--- src/rtl/rs_pkg.sv ---
// rtl/rs_pkg.sv - shared RS(31,27) constants, generator coefficients and encoder state type
package rs_pkg;

    localparam int SYM_W = 5;
    localparam int N     = 31;
    localparam int K     = 27;
    localparam int NPAR  = 4;

    // x^5 = x^2 + 1, low five bits of x^5+x^2+1
    localparam logic [4:0] PRIM_POLY = 5'b00101;

    // g(x) = x^4 + G3*x^3 + G2*x^2 + G1*x + G0
    localparam logic [4:0] G0 = 5'd17;
    localparam logic [4:0] G1 = 5'd9;
    localparam logic [4:0] G2 = 5'd6;
    localparam logic [4:0] G3 = 5'd30;

    typedef enum logic {
        MSG = 1'b0,
        PAR = 1'b1
    } enc_state_t;

endpackage

--- src/rtl/gf_mult5.sv ---
// rtl/gf_mult5.sv - combinational GF(2^5) multiplier over PRIM_POLY
module gf_mult5
    import rs_pkg::*;
(
    input  logic [4:0] i_a,
    input  logic [4:0] i_b,
    output logic [4:0] o_p
);

    logic [4:0] w_acc;
    logic [4:0] w_sh;

    // shift-and-add: w_sh walks i_a * x^i, reduced modulo the field polynomial each step
    always_comb begin
        w_acc = '0;
        w_sh  = i_a;
        for (int i = 0; i < 5; i++) begin
            if (i_b[i]) begin
                w_acc = w_acc ^ w_sh;
            end
            w_sh = {w_sh[3:0], 1'b0} ^ (w_sh[4] ? PRIM_POLY : 5'b00000);
        end
        o_p = w_acc;
    end

endmodule

--- src/rtl/rs_encoder.sv ---
// rtl/rs_encoder.sv - systematic RS(31,27) encoder, optional error injection under RS_ENC_ERR_INJ_EN
module rs_encoder
    import rs_pkg::enc_state_t, rs_pkg::MSG, rs_pkg::PAR, rs_pkg::NPAR,
           rs_pkg::G0, rs_pkg::G1, rs_pkg::G2, rs_pkg::G3;
#(
    parameter int SYM_W = 5,
    parameter int N     = 31,
    parameter int K     = 27
) (
    input  logic             clock,
    input  logic             reset,
    input  logic             in_valid,
    output logic             in_ready,
    input  logic [SYM_W-1:0] datain,
    output logic             out_valid,
    input  logic             out_ready,
    output logic [SYM_W-1:0] dataout,
    output logic             out_first,
    output logic             out_last
`ifdef RS_ENC_ERR_INJ_EN
    ,
    input  logic             err_en,
    input  logic [4:0]       err_pos,
    input  logic [4:0]       err_val
`endif
);

    if (SYM_W != rs_pkg::SYM_W || N != rs_pkg::N || K != rs_pkg::K) begin : g_bad_param
        $error("rs_encoder supports only SYM_W=5, N=31, K=27");
    end

    enc_state_t r_state;
    enc_state_t w_next_state;

    logic [4:0] r_lfsr0, r_lfsr1, r_lfsr2, r_lfsr3;
    logic [4:0] r_cnt;
    logic [4:0] r_dataout;
    logic       r_out_valid;
    logic       r_out_first;
    logic       r_out_last;

    logic       w_free;
    logic       w_in_ready;
    logic       w_accept;
    logic       w_par_load;
    logic       w_msg_wrap;
    logic       w_par_wrap;
    logic [4:0] w_fb;
    logic [4:0] w_m0, w_m1, w_m2, w_m3;
    logic [4:0] w_inj;

    assign w_fb = datain ^ r_lfsr3;

    gf_mult5 u_mul0 (.i_a(w_fb), .i_b(G0), .o_p(w_m0));
    gf_mult5 u_mul1 (.i_a(w_fb), .i_b(G1), .o_p(w_m1));
    gf_mult5 u_mul2 (.i_a(w_fb), .i_b(G2), .o_p(w_m2));
    gf_mult5 u_mul3 (.i_a(w_fb), .i_b(G3), .o_p(w_m3));

    // state register
    always_ff @(posedge clock or posedge reset) begin
        if (reset) begin
            r_state <= MSG;
        end else begin
            r_state <= w_next_state;
        end
    end

    // next state: leave MSG after the 27th accept, leave PAR after the 4th parity load
    always_comb begin
        w_next_state = r_state;
        case (r_state)
            MSG: if (w_msg_wrap) w_next_state = PAR;
            PAR: if (w_par_wrap) w_next_state = MSG;
            default: w_next_state = MSG;
        endcase
    end

    // handshake decode; in_ready is held low while reset is asserted
    always_comb begin
        w_free     = !r_out_valid || out_ready;
        w_in_ready = (r_state == MSG) && w_free && !reset;
        w_accept   = in_valid && w_in_ready;
        w_par_load = (r_state == PAR) && w_free;
        w_msg_wrap = w_accept && (r_cnt == 5'(K - 1));
        w_par_wrap = w_par_load && (r_cnt == 5'(NPAR - 1));
    end

`ifdef RS_ENC_ERR_INJ_EN
    logic       r_err_en;
    logic [4:0] r_err_pos;
    logic [4:0] r_err_val;
    logic       w_cur_en;
    logic [4:0] w_cur_pos;
    logic [4:0] w_cur_val;
    logic [4:0] w_sym_idx;

    // symbol 0 uses the live inputs since they are captured on that same accept
    always_comb begin
        w_sym_idx = (r_state == MSG) ? r_cnt : (r_cnt + 5'(K));
        if (r_state == MSG && r_cnt == 5'd0) begin
            w_cur_en  = err_en;
            w_cur_pos = err_pos;
            w_cur_val = err_val;
        end else begin
            w_cur_en  = r_err_en;
            w_cur_pos = r_err_pos;
            w_cur_val = r_err_val;
        end
        w_inj = (w_cur_en && (w_cur_pos == w_sym_idx)) ? w_cur_val : 5'd0;
    end

    // hold the injection settings for the whole codeword
    always_ff @(posedge clock or posedge reset) begin
        if (reset) begin
            r_err_en  <= 1'b0;
            r_err_pos <= '0;
            r_err_val <= '0;
        end else if (w_accept && r_cnt == 5'd0) begin
            r_err_en  <= err_en;
            r_err_pos <= err_pos;
            r_err_val <= err_val;
        end
    end
`else
    assign w_inj = 5'd0;
`endif

    // LFSR, symbol counter and registered output stage
    always_ff @(posedge clock or posedge reset) begin
        if (reset) begin
            r_lfsr0     <= '0;
            r_lfsr1     <= '0;
            r_lfsr2     <= '0;
            r_lfsr3     <= '0;
            r_cnt       <= '0;
            r_dataout   <= '0;
            r_out_valid <= 1'b0;
            r_out_first <= 1'b0;
            r_out_last  <= 1'b0;
        end else if (w_accept) begin
            r_lfsr3     <= r_lfsr2 ^ w_m3;
            r_lfsr2     <= r_lfsr1 ^ w_m2;
            r_lfsr1     <= r_lfsr0 ^ w_m1;
            r_lfsr0     <= w_m0;
            r_dataout   <= datain ^ w_inj;
            r_out_valid <= 1'b1;
            r_out_first <= (r_cnt == 5'd0);
            r_out_last  <= 1'b0;
            r_cnt       <= w_msg_wrap ? 5'd0 : (r_cnt + 5'd1);
        end else if (w_par_load) begin
            r_lfsr3     <= r_lfsr2;
            r_lfsr2     <= r_lfsr1;
            r_lfsr1     <= r_lfsr0;
            r_lfsr0     <= '0;
            r_dataout   <= r_lfsr3 ^ w_inj;
            r_out_valid <= 1'b1;
            r_out_first <= 1'b0;
            r_out_last  <= w_par_wrap;
            r_cnt       <= w_par_wrap ? 5'd0 : (r_cnt + 5'd1);
        end else if (w_free) begin
            r_out_valid <= 1'b0;
            r_out_first <= 1'b0;
            r_out_last  <= 1'b0;
        end
    end

    assign in_ready  = w_in_ready;
    assign out_valid = r_out_valid;
    assign dataout   = r_dataout;
    assign out_first = r_out_first;
    assign out_last  = r_out_last;

endmodule

--- config.mk ---
export PLATFORM = sky130hd
export DESIGN_NAME = rs_encoder
export DESIGN_NICKNAME = d
export VERILOG_FILES = /design/src/rtl/rs_pkg.sv /design/src/rtl/gf_mult5.sv /design/src/rtl/rs_encoder.sv
export SDC_FILE = /design/constraint.sdc
export NUM_CORES = 1
export LEC_CHECK = 0
export CORE_ASPECT_RATIO = 0.6
export CORE_MARGIN = 2
export CORE_UTILIZATION = 45
export DETAILED_ROUTE_END_ITERATION = 8
export GPL_ROUTABILITY_DRIVEN = 1
export PLACE_DENSITY = 0.73
export RECOVER_POWER = 25
export SLEW_MARGIN = 20
export SYNTH_ARGS = -nofsm -noshare
export SYNTH_HDL_FRONTEND = slang
export SYNTH_SLANG_ARGS = --single-unit
--- constraint.sdc ---
create_clock -name clock -period 2.06 [get_ports clock]
set_input_delay 0.206 -clock clock [delete_from_list [all_inputs] [get_ports clock]]
set_output_delay 0.206 -clock clock [all_outputs]
set_load 0.005 [all_outputs]
* Yosys cells after proc, flatten, opt, wreduce, memory -nomap -nowiden
Index checks and enable logic that the tools add are counted.
** Cells by class
- Add/sub/neg operators :: 1
- Equal/unequal tests :: 2
- Muxes and demuxes :: 28
- Bitwise operators :: 14
- Reductions and logical operators :: 12
** Operators by type and width (count)
- $mux W5 :: 14
- $xor A5 B5 Y5 :: 12
- $mux W3 :: 4
- $mux W1 :: 9
- $logic_and A1 B1 Y1 :: 6
- $add A5 B1 Y5 const B :: 1
- $eq A5 B2 Y1 const B :: 1
- $eq A5 B5 Y1 const B :: 1
- $logic_not A5 Y1 :: 1
- $xor A5 B3 Y5 :: 1
- $reduce_bool A3 Y1 :: 1
- $logic_not A1 Y1 :: 2
- $pmux W1 S2 :: 1
- $reduce_bool A2 Y1 :: 1
- $logic_or A1 B1 Y1 :: 1
- $not A1 Y1 :: 1
** Storage, ports and cells
- Bits in registers :: 34
- Input bits :: 9
- Output and inout bits :: 9
- Word-level logic and storage cells :: 67

* Longest topological paths before layout
- Word-level depth :: 12
- Gate-level depth with buffers :: 8
- Gate-level depth less buffers :: 5

* Modules after synthesis
Synthesis repeated with hierarchy kept, for this count alone.
** Second synthesis, totals
- Cell total of the unflattened synthesis :: 462
- Area total of the unflattened synthesis :: 3573.4 µm²
** By module, submodules not included
- rs_encoder :: times used 1, cells an instance 222, area an instance 1959.4 µm², seq. area each 850.8 µm²
- gf_mult5 (u_mul1 ...) :: times used 3, cells an instance 60, area an instance 399.1 µm², seq. area each 0.0 µm²
- gf_mult5 (u_mul0) :: times used 1, cells an instance 60, area an instance 416.6 µm², seq. area each 0.0 µm²

* Least setup slack after synthesis
Ideal clock, no wire load.
- Path kind :: flip-flop to flip-flop
- From :: register r_out_valid (netlist: out_valid)
- To :: register r_lfsr3[4]
- Setup time :: 0.126 ns
- Data arrival time :: 1.768 ns
- Required time :: 1.934 ns
- Slack :: 0.166 ns
- Cell stages (with the launch flop) :: 7
- Buffers on the path :: 3
- Clock period less this slack :: 1.894 ns
- Cell sequence :: dfrtp_1 -> nor2b_1 -> buf_2 -> or4b_1 -> buf_2 -> clkbuf_1 -> o311a_1
** On the way
- Word-level cells in the longest chain between the ends :: 6
- Elaborated cells on any way between the ends :: 8
- Those cells by class :: mux: 1; reduce/logical: 7
** RTL lines
- from (decl) :: RTL line rs_encoder.sv:38 : logic r_out_valid;
- from (signal assigned) :: RTL line rs_encoder.sv:137 : r_out_valid <= 1'b0;
- from (signal assigned) :: RTL line rs_encoder.sv:146 : r_out_valid <= 1'b1;
- from (signal assigned) :: RTL line rs_encoder.sv:156 : r_out_valid <= 1'b1;
- $logic_not A1 Y1 * :: RTL line rs_encoder.sv:80 : w_free = !r_out_valid || out_ready;
- $logic_or A1 B1 Y1 * :: RTL line rs_encoder.sv:80
- $logic_and A1 B1 Y1 (2 in a row) :: RTL line rs_encoder.sv:81 : w_in_ready = (r_state == MSG) && w_free && !reset;
- $logic_and A1 B1 Y1 :: RTL line rs_encoder.sv:82 : w_accept = in_valid && w_in_ready;
- $mux W5 or $reduce_bool A2 Y1 (tied branches)
- to (signal assigned) :: RTL line rs_encoder.sv:141 : r_lfsr3 <= r_lfsr2 ^ w_m3;
- to (signal assigned) :: RTL line rs_encoder.sv:151 : r_lfsr3 <= r_lfsr2;
- to (decl) :: RTL line rs_encoder.sv:35 : logic [4:0] r_lfsr0, r_lfsr1, r_lfsr2, r_lfsr3;
Mark *: on every way between the ends. The rest lies on a longest branch, timed or not.
A chain may end at the register's enable or synchronous reset.

* Final worst setup path
- From :: input port reset
- To :: register r_lfsr3[4]
** On the way
- Word-level cells in the longest chain between the ends :: 4
- Elaborated cells on any way between the ends :: 5
- Those cells by class :: mux: 1; reduce/logical: 4
** RTL lines
- from (decl) :: RTL line rs_encoder.sv:11 : input logic reset,
- $logic_not A1 Y1 (no line) *
- $logic_and A1 B1 Y1 * :: RTL line rs_encoder.sv:81
- $logic_and A1 B1 Y1 * :: RTL line rs_encoder.sv:82
- $mux W5 or $reduce_bool A2 Y1 (tied branches)
Marked as above.

==> flow_summary.json <==
{
  "worst_skew_pair.late_latency_ps": 280,
  "fillerInstances": 378,
  "max_ir_drop_vdd_v": 0.001124,
  "max_cap_violations": 0,
  "clock_sink_total": 34,
  "cts.clk_slew.worst_paths_ps": 70,
  "power.net_switching_mw": 1.688,
  "crit_path_cell_trace": "dlygate4sd3_1, or4b_1, nand2_2, o22a_1, o311a_1",
  "worst_ep_required_time_ps": 2280,
  "row_count": 18,
  "postRouteWirelength_um": 4362,
  "worstSetupPathType": "primary input to flop",
  "post-route-drc-count": 0,
  "timing.critical_path.arrival_ps": 2030,
  "start_util": 0.4776,
  "r2r.worst_path.cells": 5,
  "cts_made_buffers": 5,
  "num-nets-final": 244,
  "die_y_um": 55.65,
  "routed-via-count": 1553,
  "tightest_slew_ps": 609.8,
  "worst_r2r_dst": "r_lfsr3[4]",
  "routedWlPerCell_um": 14.99,
  "cp-end-kind": "flop",
  "static-leakage-power_nw": 1.049,
  "power.share.combinational": 0.586,
  "largest_fanout_on_the_critical_path": 15,
  "initial_antenna_violation_count": 0,
  "cp_slowest_cell": "sky130_fd_sc_hd__or4b_1",
  "synth.yosys.warnings": 0,
  "detail_route.vias_per_cell": 5.337,
  "rrSetupSlack_ps": 250,
  "cts_tree": "done",
  "syn_area_sq_um": 2001,
  "seq_power_share": 0.299,
  "async_flop_share": 1.000,
  "syn2layout_area_growth_pct": 21.95,
  "hold_path.startpoint": "dataout[3]",
  "cts-root-to-sink-buffers": 2,
  "drt.antenna.violating_nets": 0,
  "holdBufCountCts": 0,
  "largest_cells_by_area_after_synthesis": "sky130_fd_sc_hd__dfrtp_1, sky130_fd_sc_hd__xnor2_1, sky130_fd_sc_hd__xnor2_4",
  "sw_frac_of_total": 0.4048,
  "coreArea_sq_um": 4189,
  "critical_path.startpoint_type": "primary input",
  "postSynth.topFlopCell": "sky130_fd_sc_hd__dfrtp_1",
  "global_route_wire_length_before_repair_um": 7541,
  "first_pass_iters": 4,
  "multi_input_comb_area_sq_um": 1069,
  "number_of_flops_mapped_to_enable_cells_by_yosys": 0,
  "count_of_pins_on_the_block_boundary": 18,
  "critPathMaxStageDelay_ps": 620,
  "crit-reg2reg-launch": "out_valid",
  "worstHoldPathType": "flop to flop",
  "run_status": "finished, final reports clean",
  "min_path_cells": 2,
  "grt_util_all_layers": 0.1907,
  "finalSetupViolCount": 0,
  "post_cts.repair.setup_buffers": 0,
  "cts-resized-gates": 0,
  "synth.distinct_cells": 39,
  "internal-power_mw": 2.481,
  "drt_iter0_markers": 55,
  "grt_pass1_vias": 1504,
  "die-area_sq_um": 5013,
  "overflow": 0,
  "fin_crit_ps": 1814,
  "max-slew-margin-rel": 0.5935,
  "drive_above_1_share": 0.1775,
  "synth_top_area_cell": "sky130_fd_sc_hd__dfrtp_1",
  "final-hold-violation-count": 0,
  "use_met2": 0.2782,
  "cts_max_level": 2,
  "dpl.hpwl_um": 3094,
  "clock_power_share": 0.116,
  "fmaxAchievable_mhz": 551.3,
  "power_density_nw_per_um2": 1709,
  "clock-skew-final_ps": 5.320,
  "holdWs_ps": 474.3,
  "timing.final.crit_share": 0.8805,
  "mappedNetlistNets": 209,
  "die_w_um": 90.08,
  "pin_count_of_the_biggest_net_entering_global_routing": 27,
  "ys_seq_elements": 34,
  "buffer_ports.inserted": 17,
  "setup_repair_after_global_routing_missed_its_margin": "false",
  "capture_endpoint_of_the_worst_hold_path": "dataout[3]",
  "slew_viol_final": 0,
  "finalWeightedCongestion": 0.8024,
  "synth-seq-area-share": 0.4253,
  "syn_avg_cell_area_sq_um": 10.16,
  "grt.met3_usage": 0.05420,
  "synth.top_cell.area_share": 0.4253,
  "sum_of_negative_setup_slack_ps": 0,
  "number_of_instances_in_the_synthesized_netlist": 197,
  "grt_busiest_layer": "met1",
  "grt.met1_usage": 0.2860,
  "cts.root.buffer_cell": "sky130_fd_sc_hd__clkbuf_8",
  "regArea_sq_um": 850.8,
  "diodes": 0
}
-- stage by stage --
stage          cells  power (mW)  area [sq um]  worst slack (ps)    util
2_1_floorplan    197       2.889          2001             166.1       -
3_3_place_gp     285       3.632          2376             55.69  0.5672
3_5_place_dp     285       3.689          2376             46.93  0.5672
4_1_cts          291       4.188          2459             243.8  0.5869
5_1_grt          291       4.521          2440             144.6  0.5824
6_report         291       4.169          2440             246.2  0.5824
-- logic make-up (layout without fill, tap and decap cells) --
family                   Yosys count  after routing  share of synthesized area
AO/OA/AOI/OAI                     52             52                     0.1751
adder cells (fa/ha/maj)            3              3                    0.01876
flip-flops                        34             34                     0.4253
buffers and inverters             20             54                    0.04065
XOR/XNOR                          26             26                     0.1789
AND/OR/NAND/NOR                   62             62                     0.1614
-- sequential cells by signal (all words and copies together) (netlist names) --
| name | count |
|---|---|
| r_state | 1 |
| out_valid | 1 |
| r_lfsr2 | 5 |
| r_cnt | 5 |
| r_lfsr0 | 5 |
| out_first | 1 |
| r_lfsr1 | 5 |
| dataout | 5 |
| r_lfsr3 | 5 |
| out_last | 1 |
-- critical path: cells and delay by family --
kind	cells	cell delay, ps
AO/OA/AOI/OAI	2	340
AND/OR/NAND/NOR	2	940
buffers and inverters	1	550
-- metal layers --
| metal | wire length [um] | part of all wire |
|---|---|---|
| met5 | 0 | 0 |
| met4 | 14 | 0.0032 |
| met1 | 2284 | 0.52 |
| met3 | 227 | 0.052 |
| met2 | 1836 | 0.42 |
-- cells in the mapped netlist (2+ instances only) --
cell / instances
sky130_fd_sc_hd__nor2b_1: 2
sky130_fd_sc_hd__a221oi_1: 2
sky130_fd_sc_hd__o221a_1: 2
sky130_fd_sc_hd__o21ai_0: 6
sky130_fd_sc_hd__buf_2: 2
sky130_fd_sc_hd__and3_1: 4
sky130_fd_sc_hd__a211oi_1: 4
sky130_fd_sc_hd__xnor2_1: 11
sky130_fd_sc_hd__a21oi_1: 11
sky130_fd_sc_hd__nor2_1: 14
sky130_fd_sc_hd__dfrtp_1: 34
sky130_fd_sc_hd__clkbuf_1: 8
sky130_fd_sc_hd__nand3b_1: 3
sky130_fd_sc_hd__ha_1: 3
sky130_fd_sc_hd__xor2_4: 2
sky130_fd_sc_hd__xnor2_2: 3
sky130_fd_sc_hd__o21ai_1: 12
sky130_fd_sc_hd__a22oi_1: 5
sky130_fd_sc_hd__o221a_2: 3
sky130_fd_sc_hd__o21a_1: 3
sky130_fd_sc_hd__nand2_1: 16
sky130_fd_sc_hd__inv_1: 9
sky130_fd_sc_hd__xor2_1: 6
sky130_fd_sc_hd__nand3_1: 13
sky130_fd_sc_hd__or3_1: 3
sky130_fd_sc_hd__xnor2_4: 3
-- placed cells by master, fill, tap and decap left out, types with 9 or more instances in the layout --
master                             n
sky130_fd_sc_hd__a21oi_1          11
sky130_fd_sc_hd__buf_4            20
sky130_fd_sc_hd__clkdlybuf4s50_1  16
sky130_fd_sc_hd__dfrtp_1          34
sky130_fd_sc_hd__inv_1             9
sky130_fd_sc_hd__nand2_1          16
sky130_fd_sc_hd__nand3_1          13
sky130_fd_sc_hd__nor2_1           14
sky130_fd_sc_hd__o21ai_1          12
sky130_fd_sc_hd__xnor2_1          11
-- layout make-up --
class                      count  share of cell area
timing repair buffer          39              0.1349
inverter                       9             0.01385
sequential                    34              0.3487
clock buffer                   6             0.03385
tap                           60             0.03077
multi-input combinational    143              0.4379
-- how the worst max path moves through the flow --
stage | start | to | slack, ps
3_5_place_dp | out_ready | r_lfsr3[1] | 50
5_1_grt | out_valid | r_lfsr3[4] | 140
4_1_cts | out_valid | in_ready | 240
3_3_place_gp | out_ready | r_lfsr3[4] | 60
2_1_floorplan | out_valid | r_lfsr3[4] | 170
6_report | reset | r_lfsr3[4] | 250
-- power groups by stage --
stage	logic, mW	registers [mW]	clock network [mW]
after floorplan	1.68	1.21	0
after global placement	2.39	1.24	0
after detailed placement	2.44	1.25	0
after CTS	2.45	1.24	0.499
after global routing	2.70	1.29	0.532
final	2.44	1.25	0.482
(Power assumes the default switching activity.)
